**src/rtl/uart_tx.sv**
```systemverilog
// UART transmit serializer: a one-entry holding register feeds a shift register
// that sends start, LSB-first data, optional parity and stop bits, one bit per baud_tick.
module uart_tx #(
    parameter int DATA_BITS = 8,
    parameter int PARITY    = 0,
    parameter int STOP_BITS = 1
) (
    input  logic                 clk,
    input  logic                 reset,
    input  logic                 baud_tick,
    input  logic [DATA_BITS-1:0] in_data,
    input  logic                 in_valid,
    output logic                 in_ready,
    output logic                 tx,
    output logic                 busy,
    output logic                 frame_done
);

    localparam logic [2:0] LAST_BIT  = 3'(DATA_BITS - 1);
    localparam logic       STOP_LAST = 1'(STOP_BITS - 1);

    typedef enum logic [2:0] {
        IDLE,
        START,
        DATA,
        PAR,
        STOP
    } state_t;

    state_t               state_reg, state_next;
    logic                 tx_reg, tx_next;
    logic                 busy_reg, busy_next;
    logic                 frame_done_reg, frame_done_next;
    logic                 hold_full_reg, hold_full_next;
    logic [DATA_BITS-1:0] hold_data_reg, hold_data_next;
    logic [DATA_BITS-1:0] shift_reg, shift_next;
    logic                 parity_reg, parity_next;
    logic [2:0]           bit_cnt_reg, bit_cnt_next;
    logic                 stop_cnt_reg, stop_cnt_next;

    logic                 accept;
    logic                 launch;
    logic                 hold_parity;

    // Parity is precomputed from the holding register so it is ready at launch;
    // seeding the chain with 1 yields odd parity, 0 yields even.
    logic [DATA_BITS:0]   par_chain;
    assign par_chain[0] = (PARITY == 1);
    generate
        for (genvar gi = 0; gi < DATA_BITS; gi++) begin : g_parity
            assign par_chain[gi+1] = par_chain[gi] ^ hold_data_reg[gi];
        end
    endgenerate
    assign hold_parity = par_chain[DATA_BITS];

    assign accept = in_valid && !hold_full_reg;

    always_comb begin
        state_next      = state_reg;
        tx_next         = tx_reg;
        busy_next       = busy_reg;
        frame_done_next = 1'b0;
        hold_full_next  = hold_full_reg;
        hold_data_next  = hold_data_reg;
        shift_next      = shift_reg;
        parity_next     = parity_reg;
        bit_cnt_next    = bit_cnt_reg;
        stop_cnt_next   = stop_cnt_reg;
        launch          = 1'b0;

        if (accept) begin
            hold_full_next = 1'b1;
            hold_data_next = in_data;
        end

        case (state_reg)
            IDLE: begin
                tx_next = 1'b1;
                if (baud_tick && hold_full_reg) begin
                    launch = 1'b1;
                end
            end
            START: begin
                if (baud_tick) begin
                    tx_next      = shift_reg[0];
                    bit_cnt_next = 3'd0;
                    state_next   = DATA;
                end
            end
            DATA: begin
                if (baud_tick) begin
                    if (bit_cnt_reg == LAST_BIT) begin
                        stop_cnt_next = 1'b0;
                        if (PARITY != 0) begin
                            tx_next    = parity_reg;
                            state_next = PAR;
                        end else begin
                            tx_next    = 1'b1;
                            state_next = STOP;
                        end
                    end else begin
                        bit_cnt_next = bit_cnt_reg + 3'd1;
                        shift_next   = shift_reg >> 1;
                        tx_next      = shift_reg[1];
                    end
                end
            end
            PAR: begin
                if (baud_tick) begin
                    tx_next       = 1'b1;
                    stop_cnt_next = 1'b0;
                    state_next    = STOP;
                end
            end
            STOP: begin
                if (baud_tick) begin
                    if (stop_cnt_reg == STOP_LAST) begin
                        frame_done_next = 1'b1;
                        // A queued byte starts immediately so frames run back to back.
                        if (hold_full_reg) begin
                            launch = 1'b1;
                        end else begin
                            busy_next  = 1'b0;
                            state_next = IDLE;
                        end
                    end else begin
                        stop_cnt_next = stop_cnt_reg + 1'b1;
                    end
                end
            end
            default: begin
                tx_next    = 1'b1;
                busy_next  = 1'b0;
                state_next = IDLE;
            end
        endcase

        // Launch only happens with the holding register full, so it never
        // coincides with an accept.
        if (launch) begin
            shift_next     = hold_data_reg;
            parity_next    = hold_parity;
            hold_full_next = 1'b0;
            tx_next        = 1'b0;
            busy_next      = 1'b1;
            bit_cnt_next   = 3'd0;
            state_next     = START;
        end
    end

    always_ff @(posedge clk) begin
        if (reset) begin
            state_reg      <= IDLE;
            tx_reg         <= 1'b1;
            busy_reg       <= 1'b0;
            frame_done_reg <= 1'b0;
            hold_full_reg  <= 1'b0;
            hold_data_reg  <= '0;
            shift_reg      <= '0;
            parity_reg     <= 1'b0;
            bit_cnt_reg    <= 3'd0;
            stop_cnt_reg   <= 1'b0;
        end else begin
            state_reg      <= state_next;
            tx_reg         <= tx_next;
            busy_reg       <= busy_next;
            frame_done_reg <= frame_done_next;
            hold_full_reg  <= hold_full_next;
            hold_data_reg  <= hold_data_next;
            shift_reg      <= shift_next;
            parity_reg     <= parity_next;
            bit_cnt_reg    <= bit_cnt_next;
            stop_cnt_reg   <= stop_cnt_next;
        end
    end

    assign in_ready   = !hold_full_reg;
    assign tx         = tx_reg;
    assign busy       = busy_reg;
    assign frame_done = frame_done_reg;

endmodule

```
**config.mk**
```make
export PLATFORM = sky130hd
export DESIGN_NAME = uart_tx
export DESIGN_NICKNAME = d
export VERILOG_FILES = /design/src/rtl/uart_tx.sv
export SDC_FILE = /design/constraint.sdc
export NUM_CORES = 1
export LEC_CHECK = 0
export BUFFER_PORTS_ARGS = -buffer_cell sky130_fd_sc_hd__buf_4
export CAP_MARGIN = 20
export CORE_ASPECT_RATIO = 0.6
export CORE_MARGIN = 4
export CORE_UTILIZATION = 55
export DETAILED_ROUTE_END_ITERATION = 12
export PLACE_DENSITY = 0.77
export SYNTH_ARGS = -nofsm -noshare
export SYNTH_HDL_FRONTEND = slang
export SYNTH_SLANG_ARGS = --single-unit
```
**constraint.sdc**
```tcl
create_clock -name clk -period 2.6 [get_ports clk]
set_clock_uncertainty 0.15 [all_clocks]
set_input_delay 0 -clock clk [delete_from_list [all_inputs] [get_ports clk]]
set_output_delay 0 -clock clk [all_outputs]
set_load 0.1 [all_outputs]
```
==> flow_metrics.tcl <==
set metrics [dict create \
    totalNegativeSetupSlack_ns 0 \
    ant_nets 0 \
    fill_cells 143 \
    grtUsageTotal_pct 21.2 \
    cpMostUsedCell "ha_1" \
    syn2layout_area_growth_pct 28.7 \
    timing.rr.start "bit_cnt_reg[0]" \
    r2r_setup_slack_ns 0.37 \
    clk_pin_slew_ns 0.09 \
    antenna_found_initial 0 \
    drt_iter0_drc 119 \
    crit_arrival_ns 2.26 \
    rows 12 \
    worst-path-max-fanout 15 \
    path_cells "ha_1 -> ha_1 -> or3b_4 -> a211oi_4 -> buf_4 -> nor2_1 -> a211oi_1" \
    synth_ff_type "dfxtp_1" \
    drc 0 \
    rsz0062_at_grt "false" \
    whs_path_depth 2 \
    wire_per_inst_um 14.5 \
    synth_cells 133 \
    pin_count 16 \
    ir_drop_v 0.000373 \
    powerDensity_nw_per_um2 522 \
    vias 1106 \
    cts_buffers 3 \
    max_stage_delay_ns 0.41 \
    portBuffers 15 \
    cp.depth 7 \
    grt_pass1_vias 1003 \
    start_util_pct 61.7 \
    grt_max_degree 23 \
    cap_violations 0 \
    status "complete, no violations" \
    via_per_inst 5.76 \
    synth-async-reset-ratio_pct 0 \
    finalNetCount 180 \
    insertion_delay_ns 0.27 \
    core_um2 1980 \
    p_leak_nw 0.627 \
    fin_hold_ws_ns 0.322 \
    ys_warn_count 0 \
    diodes 0 \
    gp_congestion 0.897 \
    crit_start "bit_cnt_reg[0]" \
    cts_tree "built" \
    critPathRequiredTime_ns 2.63 \
    cts.sinks 26 \
    die_h_um 44.5 \
    overflow 0 \
    ys_types 33 \
    dr.pass1.iters 6 \
    wl_um 2790 \
    dieWidth_um 68.9 \
    cts-resized-gates 0 \
    path_delay_family "simple AND/OR/NAND/NOR gates" \
    synth_edf_count 0 \
    tightest_slew_ns 0.630 \
    htree_levels 1 \
    multi_input_area_um2 638 \
    dieArea_um2 3070 \
    min_period_over_period_pct 85.9 \
    slew_headroom_pct 57.8 \
    hold_path.class "register to register" \
    cp-start-kind "register" \
    syn_area_um2 1220 \
    fmax_mhz 448 \
    slowest_stage "or3b_4" \
    critical_path.endpoint_type "register" \
    p_total_mw 0.822 \
    instances_no_fill 192 \
    cts_buffer_depth 2 \
    path_buf_inv 1 \
    setup_viol 0 \
    rr_endpoint "shift_reg[3]" \
    synth.yosys.seq_area_share_pct 42.5 \
    grt_pass1_wl_um 4740 \
    synth_fp_nets 147 \
    avgSynthCellArea_um2 9.20 \
    path_class "register to register" \
    dp.final_hpwl_um 1800 \
    hold_viol_final 0 \
    root_buffer "clkbuf_8" \
    r2r_cells 7 \
    crit_end "shift_reg[3]" \
    register_area_um2 520 \
    drive_above_1_share_pct 16.5 \
    slew_viol_final 0 \
    min_period_ns 2.23 \
    cts_setup_buffers 0 \
    placedCellCount 170 \
    synth-seq-cells 26 \
]
## kinds of logic (layout without fill, tap and decap cells)
| kind of cell | Yosys count | in the layout | synth area share, % |
|---|---|---|---|
| AOI/OAI and AO/OA | 30 | 30 | 17.6 |
| xor gates and xnor gates | 1 | 1 | 0.716 |
| adders and majority gates | 2 | 2 | 2.04 |
| buffers and inverters | 13 | 44 | 5.32 |
| DFF | 26 | 26 | 42.5 |
| muxes | 16 | 16 | 13.1 |
| and+or+nand+nor | 45 | 45 | 18.7 |
## layer usage
layer / wire length [µm] / share of wire, % / vias up / GRT usage (%)
met5: 0 / 0 / - / 0
met4: 52 / 1.9 / 0 / 7.36
met3: 216 / 7.7 / 8 / 5.33
met2: 1260 / 45 / 54 / 33.1
met1: 1260 / 45 / 511 / 28.4
li1: - / - / 533 / -
## metrics by stage
| stage | util, % | setup WS (ns) | area [µm²] |
|---|---|---|---|
| floorplan | - | 0.545 | 1220 |
| global placement | 67.8 | 0.535 | 1340 |
| detailed placement | 67.8 | 0.390 | 1340 |
| CTS | 79.5 | 0.378 | 1580 |
| global route | 79.5 | 0.263 | 1580 |
| finish | 79.5 | 0.367 | 1580 |
## worst min-delay path by stage
stage | startpoint | endpoint | slack (ns)
3_5_place_dp | in_valid | hold_full_reg | 0.06
3_3_place_gp | in_valid | hold_full_reg | 0.05
5_1_grt | in_valid | hold_full_reg | 0.35
4_1_cts | in_valid | hold_full_reg | 0.32
2_1_floorplan | in_valid | hold_full_reg | -0.04
6_report | hold_data_reg[7] | shift_reg[7] | 0.32
## cells in the mapped netlist (2+ instances only)
library cell  count  area share, %
ha_1              2            2.0
a21oi_1           6            2.5
nor2b_1           4            2.0
mux2i_1          16             13
inv_1             4            1.2
dfxtp_1          26             43
buf_6             2            1.8
nand2b_1          4            2.0
o21ai_0           9            3.7
nand3_1           7            2.9
a211oi_2          3            3.1
a211oi_1          4            2.5
nand2_1           4            1.2
clkbuf_1          5            1.5
nor2_1           19            5.8
## placed cells by master (no fill, tap or decap), drive strengths merged, types with 2 or more instances in the layout
cell type     n
nor2         19
nor2b         4
dlygate4sd3  19
nand3         7
inv           4
dfxtp        26
a211oi        8
clkbuf        3
mux2i        16
ha            2
nand2b        4
a21oi         6
buf          18
o21ai         9
nand2         4
## cell type report
class	count	share of cell area [%]
Timing Repair Buffer	37	20.7
Inverter	4	0.953
Tap cell	28	2.22
Sequential cell	26	33.0
Multi-Input combinational cell	94	40.5
Clock buffer	3	2.62
## worst min-delay path: cells and delay by family (launching register included)
family           cells  cell delay [ns]
AO/OA/AOI/OAI        1             0.05
flip-flops           1             0.32
AND/OR/NAND/NOR      1             0.06
## where the power goes
| group | total (mW) | switching (mW) | internal (mW) | leakage [nW] |
|---|---|---|---|---|
| clock | 0.224 | 0.120 | 0.104 | 0.0216 |
| combinational | 0.165 | 0.0909 | 0.0742 | 0.393 |
| sequential | 0.432 | 0.0135 | 0.419 | 0.212 |
| total | 0.822 | 0.225 | 0.597 | 0.627 |
## repair_timing
item,CTS,global route
hold buffers,19,0
hold endpoints to repair,20,0
setup endpoints to repair,0,0
Power figures use the tool's default switching activity.
